==> src/rtl/d_sequencer_pkg.sv <==
// d_sequencer_pkg -- shared SD definitions for the transceiver blocks.
//   SD_MAX_RETRY : default number of d_driver re-runs per block after a CRC failure
//   seq_state_t  : d_sequencer FSM state encoding
//   retry_cnt_w  : width needed to hold a retry count of 0..max_retry
package d_sequencer_pkg;

  localparam int SD_MAX_RETRY = 3;

  typedef enum logic [2:0] {
    S_IDLE      = 3'd0,
    S_DRV_GO    = 3'd1,
    S_DRV_WAIT  = 3'd2,
    S_PROC_GO   = 3'd3,
    S_PROC_WAIT = 3'd4,
    S_NEXT      = 3'd5,
    S_FIN       = 3'd6
  } seq_state_t;

  function automatic int retry_cnt_w(input int max_retry);
    return (max_retry < 1) ? 1 : $clog2(max_retry + 1);
  endfunction

endpackage

==> src/rtl/d_sequencer_if.sv <==
// d_sequencer_if -- job control and d_driver / processing-core handshake bundle.
//   istart, inblocks        : job request (inblocks sampled with the accepted istart)
//   ostart_d, idone_d,
//   icrc_fail_d             : d_driver start / done / CRC-failure (valid with idone_d)
//   ostart_p, idone_p       : processing-core start / done
//   obuf_sel, oblk_idx      : buffer owner (0 = d_driver, 1 = core) and current block
//   obusy, odone, oerr      : job in progress, job-complete pulse, sticky error
// Handshake semantics: every start/done signal is a single-cycle pulse, there is
// no ready/backpressure; a pulse is consumed only by the state waiting for it and
// is otherwise dropped.
interface d_sequencer_if #(
  parameter int BLK_W = 16
);
  logic             istart;
  logic [BLK_W-1:0] inblocks;
  logic             ostart_d;
  logic             idone_d;
  logic             icrc_fail_d;
  logic             ostart_p;
  logic             idone_p;
  logic             obuf_sel;
  logic [BLK_W-1:0] oblk_idx;
  logic             obusy;
  logic             odone;
  logic             oerr;

  modport slave (
    input  istart, inblocks, idone_d, icrc_fail_d, idone_p,
    output ostart_d, ostart_p, obuf_sel, oblk_idx, obusy, odone, oerr
  );

  modport master (
    output istart, inblocks, idone_d, icrc_fail_d, idone_p,
    input  ostart_d, ostart_p, obuf_sel, oblk_idx, obusy, odone, oerr
  );
endinterface

==> src/rtl/d_sequencer_retry_cnt.sv <==
// d_retry_cnt -- saturating per-block retry counter with limit compare.
//   iclk, irst   : clock, asynchronous active-low reset
//   i_clr        : clear the count (new job or successful d_driver run)
//   i_inc        : count one CRC failure (holds once the limit is reached)
//   o_cnt        : current retry count
//   o_at_limit   : count equals MAX_RETRY; the next failure is fatal
module d_retry_cnt
  import d_sequencer_pkg::*;
#(
  parameter  int MAX_RETRY = SD_MAX_RETRY,
  localparam int CW        = retry_cnt_w(MAX_RETRY)
) (
  input  logic          iclk,
  input  logic          irst,
  input  logic          i_clr,
  input  logic          i_inc,
  output logic [CW-1:0] o_cnt,
  output logic          o_at_limit
);

  logic [CW-1:0] r_cnt;
  logic          w_at_limit;

  assign w_at_limit = (r_cnt == CW'(MAX_RETRY));

  always_ff @(posedge iclk or negedge irst) begin
    if (!irst) begin
      r_cnt <= '0;
    end else if (i_clr) begin
      r_cnt <= '0;
    end else if (i_inc && !w_at_limit) begin
      r_cnt <= r_cnt + CW'(1);
    end
  end

  assign o_cnt      = r_cnt;
  assign o_at_limit = w_at_limit;

endmodule

==> src/rtl/d_sequencer.sv <==
// d_sequencer -- multi-block job sequencer: for each block, run the d_driver
// (retrying on CRC failure up to MAX_RETRY times), then hand the buffer to the
// processing core, then advance to the next block.
//   iclk, irst : clock, asynchronous active-low reset
//   bus        : d_sequencer_if slave (job control, d_driver and core handshakes)
//   odbg_state : current FSM state, for observation only
module d_sequencer
  import d_sequencer_pkg::*;
#(
  parameter int MAX_RETRY = SD_MAX_RETRY,
  parameter int BLK_W     = 16
) (
  input  logic        iclk,
  input  logic        irst,
  d_sequencer_if.slave bus,
  output seq_state_t  odbg_state
);

  localparam int CW = retry_cnt_w(MAX_RETRY);

  seq_state_t       r_state;
  seq_state_t       w_next;
  logic [BLK_W-1:0] r_nblocks;
  logic [BLK_W-1:0] r_blk_idx;
  logic             r_err;
  logic             r_zero_done;

  logic             w_accept;
  logic             w_zero_req;
  logic             w_drv_ok;
  logic             w_drv_fail;
  logic             w_last;
  logic [CW-1:0]    w_retry_cnt;
  logic             w_retry_at_limit;

  assign w_accept   = bus.istart && (r_state == S_IDLE) && (bus.inblocks != '0);
  assign w_zero_req = bus.istart && (r_state == S_IDLE) && (bus.inblocks == '0);
  assign w_drv_ok   = (r_state == S_DRV_WAIT) && bus.idone_d && !bus.icrc_fail_d;
  assign w_drv_fail = (r_state == S_DRV_WAIT) && bus.idone_d &&  bus.icrc_fail_d;
  // r_nblocks is never 0 while a job runs, so the subtraction cannot wrap.
  assign w_last     = (r_blk_idx == (r_nblocks - BLK_W'(1)));

  d_retry_cnt #(
    .MAX_RETRY (MAX_RETRY)
  ) u_retry (
    .iclk       (iclk),
    .irst       (irst),
    .i_clr      (w_accept || w_drv_ok),
    .i_inc      (w_drv_fail),
    .o_cnt      (w_retry_cnt),
    .o_at_limit (w_retry_at_limit)
  );

  // State register
  always_ff @(posedge iclk or negedge irst) begin
    if (!irst) r_state <= S_IDLE;
    else       r_state <= w_next;
  end

  // Next-state logic
  always_comb begin
    w_next = r_state;
    unique case (r_state)
      S_IDLE:      if (w_accept) w_next = S_DRV_GO;
      S_DRV_GO:    w_next = S_DRV_WAIT;
      S_DRV_WAIT: begin
        if (w_drv_ok)                          w_next = S_PROC_GO;
        else if (w_drv_fail && w_retry_at_limit) w_next = S_FIN;
        else if (w_drv_fail)                   w_next = S_DRV_GO;
      end
      S_PROC_GO:   w_next = S_PROC_WAIT;
      S_PROC_WAIT: if (bus.idone_p) w_next = S_NEXT;
      S_NEXT:      w_next = w_last ? S_FIN : S_DRV_GO;
      S_FIN:       w_next = S_IDLE;
      default:     w_next = S_IDLE;
    endcase
  end

  // Job datapath: latched block count, block index, sticky error, zero-job done
  always_ff @(posedge iclk or negedge irst) begin
    if (!irst) begin
      r_nblocks   <= '0;
      r_blk_idx   <= '0;
      r_err       <= 1'b0;
      r_zero_done <= 1'b0;
    end else begin
      r_zero_done <= w_zero_req;
      if (w_accept) begin
        r_nblocks <= bus.inblocks;
        r_blk_idx <= '0;
        r_err     <= 1'b0;
      end else begin
        if ((r_state == S_NEXT) && !w_last) r_blk_idx <= r_blk_idx + BLK_W'(1);
        if (w_drv_fail && w_retry_at_limit) r_err     <= 1'b1;
      end
    end
  end

  // Outputs are decoded from registered state only, so they are clean pulses.
  // The core owns the buffer exactly from PROC_GO until it reports done.
  always_comb begin
    bus.ostart_d = (r_state == S_DRV_GO);
    bus.ostart_p = (r_state == S_PROC_GO);
    bus.obuf_sel = (r_state == S_PROC_GO) || (r_state == S_PROC_WAIT);
    bus.obusy    = (r_state != S_IDLE);
    bus.odone    = (r_state == S_FIN) || r_zero_done;
    bus.oblk_idx = r_blk_idx;
    bus.oerr     = r_err;
    odbg_state   = r_state;
  end

  // Retry count is only used through its limit flag here.
  logic w_unused;
  assign w_unused = ^w_retry_cnt;

endmodule

==> src/flat_wrapper.sv <==
// flat-port wrapper written by rule: the top's interface ports become plain ports
module d_sequencer_flat import d_sequencer_pkg::*;
#(
  parameter int MAX_RETRY = SD_MAX_RETRY,
  parameter int BLK_W     = 16
)
  (iclk, irst, odbg_state, bus_istart, bus_inblocks, bus_idone_d, bus_icrc_fail_d, bus_idone_p, bus_ostart_d, bus_ostart_p, bus_obuf_sel, bus_oblk_idx, bus_obusy, bus_odone, bus_oerr);
  d_sequencer_if #(.BLK_W(BLK_W)) bus_i ();
  input  logic iclk;
  input  logic irst;
  output seq_state_t odbg_state;
  input wire logic [$bits(bus_i.istart)-1:0] bus_istart;
  input wire logic [$bits(bus_i.inblocks)-1:0] bus_inblocks;
  input wire logic [$bits(bus_i.idone_d)-1:0] bus_idone_d;
  input wire logic [$bits(bus_i.icrc_fail_d)-1:0] bus_icrc_fail_d;
  input wire logic [$bits(bus_i.idone_p)-1:0] bus_idone_p;
  output wire logic [$bits(bus_i.ostart_d)-1:0] bus_ostart_d;
  output wire logic [$bits(bus_i.ostart_p)-1:0] bus_ostart_p;
  output wire logic [$bits(bus_i.obuf_sel)-1:0] bus_obuf_sel;
  output wire logic [$bits(bus_i.oblk_idx)-1:0] bus_oblk_idx;
  output wire logic [$bits(bus_i.obusy)-1:0] bus_obusy;
  output wire logic [$bits(bus_i.odone)-1:0] bus_odone;
  output wire logic [$bits(bus_i.oerr)-1:0] bus_oerr;
  assign bus_i.istart = bus_istart;
  assign bus_i.inblocks = bus_inblocks;
  assign bus_i.idone_d = bus_idone_d;
  assign bus_i.icrc_fail_d = bus_icrc_fail_d;
  assign bus_i.idone_p = bus_idone_p;
  assign bus_ostart_d = bus_i.ostart_d;
  assign bus_ostart_p = bus_i.ostart_p;
  assign bus_obuf_sel = bus_i.obuf_sel;
  assign bus_oblk_idx = bus_i.oblk_idx;
  assign bus_obusy = bus_i.obusy;
  assign bus_odone = bus_i.odone;
  assign bus_oerr = bus_i.oerr;
  d_sequencer #(.MAX_RETRY(MAX_RETRY), .BLK_W(BLK_W)) u_core (.iclk(iclk), .irst(irst), .bus(bus_i), .odbg_state(odbg_state));
endmodule
==> config.mk <==
export PLATFORM = sky130hd
export DESIGN_NAME = d_sequencer_flat
export DESIGN_NICKNAME = d
export VERILOG_FILES = /design/src/rtl/d_sequencer_pkg.sv /design/src/rtl/d_sequencer_if.sv /design/src/rtl/d_sequencer_retry_cnt.sv /design/src/rtl/d_sequencer.sv /design/src/flat_wrapper.sv
export SDC_FILE = /design/constraint.sdc
export NUM_CORES = 1
export LEC_CHECK = 0
export ABC_AREA = 1
export CAP_MARGIN = 20
export CORE_MARGIN = 4
export CORE_UTILIZATION = 49
export DETAILED_ROUTE_END_ITERATION = 10
export HOLD_SLACK_MARGIN = 0.12
export PLACE_DENSITY = 0.75
export RECOVER_POWER = 50
export SLEW_MARGIN = 20
export SYNTH_ARGS = -nofsm -noshare
export SYNTH_HDL_FRONTEND = slang
export SYNTH_SLANG_ARGS = --single-unit
==> constraint.sdc <==
create_clock -name iclk -period 3 [get_ports iclk]
set_clock_uncertainty 0.1 [all_clocks]
set_input_delay 0.75 -clock iclk [delete_from_list [all_inputs] [get_ports iclk]]
set_output_delay 0.75 -clock iclk [all_outputs]
set_load 0.02 [all_outputs]
==> flow_summary.yaml <==
route:
  drt-pass1-iter-count: 4
  drtAntennaViolNets: 0
  vias: 2640
  routed_via_density: 5.377
  drtIter0Drc: 155
  wire_per_inst_um: 14.63
  drc: 0
  wirelength_um: 7184
finish:
  fin_area_um2: 3481
  layout_common_cells: "nand2_1 (76), nor2_1 (41), inv_1 (41)"
  nNetsFinal: 443
  stdcell_count: 491
  multi_input_area_um2: 1653
  drive_above_1_share_pct: 14.08
  synthToLayoutAreaGrowth_pct: 19.81
  seq_area_um2: 975.9
  final_common_cell: "nand2_1"
  nFillCells: 498
  diodes: 0
worst_setup_path:
  rr_worst_depth: 14
  critical_path_class: "in2reg"
  r2r-end: "u_core.bus.oblk_idx[15]"
  reg2reg_from: "u_core.r_nblocks[0]"
  cp-start-kind: "input port"
  crit_slowest_cell: "nor4_1"
  cp-startpoint: "bus_inblocks[1]"
  crit_path_max_incr_delay_ps: 520
  path_max_fanout: 21
  cpMostUsedCell: "nand4_1"
  path_cells: "clkdlybuf4s50_1, nor4_1, nand4_1, nand2_2, buf_4, nand4_1, nand2_1"
  crit_path_end_kind: "flop"
  critPathRequiredTime_ps: 3130
  arrival_ps: 2870
  r2r_slack_ps: 340
pwr:
  seqPwrFrac_pct: 35.7
  vdd_ir_drop_max_uv: 479.1
  leakagePower_uw: 0.001534
  powerDensity_nw_per_um2: 691.1
  comb_power_share_pct: 47.8
  p_sw_share_pct: 43.22
  p_int_uw: 1366
  p_clk_share_pct: 16.5
  p_total_uw: 2406
  p_switching_uw: 1040
die:
  pin_count: 47
  die_area_um2: 7225
  rows: 27
  core_area_um2: 5642
  start_util_pct: 51.50
  fp.dieH_um: 85
  die_w_um: 85
logic_synthesis:
  synthCells: 372
  synth.cell_area_um2: 2905
  synth-xor-area-share_pct: 8.742
  yosysUniqueCellTypes: 34
  ys_ff_latch: 39
  synth_top_family_by_area: "simple AND/OR/NAND/NOR gates"
  synthTopCellsByArea: "dfrtp_1 (34%), nand2_1 (9.8%), inv_1 (5.3%)"
  synth_simple_gate_area_share_pct: 40.09
  synthAdderAreaFrac_pct: 1.292
  synth.net_count: 397
  synth_mux_area_share_pct: 3.488
  synth_compound_area_share_pct: 3.445
  seq_area_frac_synth_pct: 33.59
  ys_warn_count: 0
  avgSynthCellArea_um2: 7.810
  yosys.area.top_type: "dfrtp_1"
  synth_top_area_share_pct: 33.59
sta:
  tns_ps: 0
  slew_headroom_pct: -38.67
  period_minus_slack_ps: 2736
  tightest_slew_ps: 2080
  hold_viol: 0
  setup_viol: 0
  hold-worst-slack_ps: 410.3
  fmax_ghz: 0.3654
  drv_slew: 40
  min_period_over_period_pct: 91.21
  rsz0062_at_grt: "false"
clocking:
  cts_sinks: 39
  insertion_delay_ps: 290
  cts-root-buf: "clkbuf_8"
  clk_pin_slew_worst_paths_ps: 70
  cts_buffers: 5
  post_cts_buffers: 0
  cts.hold.buffers_added: 0
  cts_resized: 0
  cts_htree_levels: 2
  cts_tree: "built"
  cts.path.max_buffers: 2
global_route:
  track_usage_pct: 20.67
  grt-ovfl-total: 0
  grt_max_degree: 40
  grt_pass1_vias: 2622
  antenna_found_initial: 0
  grt_pass1_wl_um: 12080
placed_design:
  hpwl_um: 5465
  place_congestion: 0.9345
  place_area_um2: 3390
  dp.cells: 483
  io_buffers: 46
min_path:
  hp-start: "u_core.bus.oerr"
  hold_end: "u_core.bus.oerr"
  holdCritPathClass: "reg2reg"
  hold_path_depth: 2
run:
  drv_cap: 1
status:
  outcome: "finished, violations left"
  violations: "max-capacitance violations, max-slew violations"
==> registers in the layout (all words and copies together) (netlist names) <==
signal and cells:
u_core.r_nblocks 16, u_core.u_retry.o_cnt 2, u_core.r_zero_done 1, u_core.odbg_state 3
u_core.bus.oblk_idx 16, u_core.bus.oerr 1
==> cell type report <==
cell class | count | area share (%)
multi-input combinational | 279 | 47.48
sequential | 39 | 28.04
timing repair buffer | 51 | 14.49
inverter | 42 | 4.529
clock buffer | 8 | 2.876
tap | 72 | 2.588
==> stage by stage <==
| stage | util [%] | setup slack [ps] |
|---|---|---|
| final | 61.70 | 263.6 |
| after global routing | 61.70 | 71.71 |
| after floorplan | - | 950.5 |
| after global placement | 60.08 | -24.01 |
| after detailed placement | 60.08 | -64.65 |
| after CTS | 61.85 | 224.2 |
==> metal layers <==
layer	GRT usage (%)	share of wire [%]	vias up	routed length, µm
met1	28.41	47	1257	3362
met3	2.913	3.7	10	265
met5	0	0	-	0
li1	-	-	1313	-
met2	32.63	47	60	3400
met4	8.489	2.2	0	155
==> worst max-delay path: cells and delay by family <==
kind / cells / cell delay [ps]
simple gates: 5 / 1360
buf+inv: 2 / 750
==> worst max-delay path by stage <==
stage                                   to  depth (start not counted)
global route        u_core.bus.oblk_idx[0]                         14
global placement    u_core.bus.oblk_idx[0]                          7
finish              u_core.bus.oblk_idx[9]                          7
CTS                 u_core.bus.oblk_idx[9]                          7
floorplan                     bus_obuf_sel                          3
detailed placement  u_core.bus.oblk_idx[9]                          7
==> Yosys cell counts <==
cell,instances
nand4_1,18
o21ai_0,5
nor2_4,8
a31o_2,1
nand3_2,13
ha_1,3
nor3_2,1
inv_2,1
nor3b_1,1
nand3_4,1
nor2_2,6
clkbuf_8,4
buf_6,1
nand2_4,3
nor4_1,8
o21ai_2,1
nand2_1,76
nand2_2,3
o21ai_1,1
nor3_1,9
xnor2_1,12
clkbuf_1,1
xor2_1,17
a21oi_1,9
buf_12,1
inv_1,41
o211ai_1,1
buf_1,1
buf_2,4
mux2_2,9
nand3b_1,5
nor2_1,41
dfrtp_1,39
nand3_1,27
==> power by group through the flow <==
stage	clock network, µW	registers (µW)	logic, µW
floorplan	0	848	874
global placement	0	865	1130
detailed placement	0	867	1160
CTS	403	857	1170
global route	432	879	1290
finish	397	858	1150
==> logic make-up (layout without fill, tap and decap cells) <==
group           Yosys count  count (layout)
xor+xnor                 29              29
simple gates            220             220
fa+ha+maj                 3               3
buf+inv                  54             101
mux                       9               9
flops                    39              39
compound gates           18              18
No activity file was read; power rests on OpenSTA's default activity.
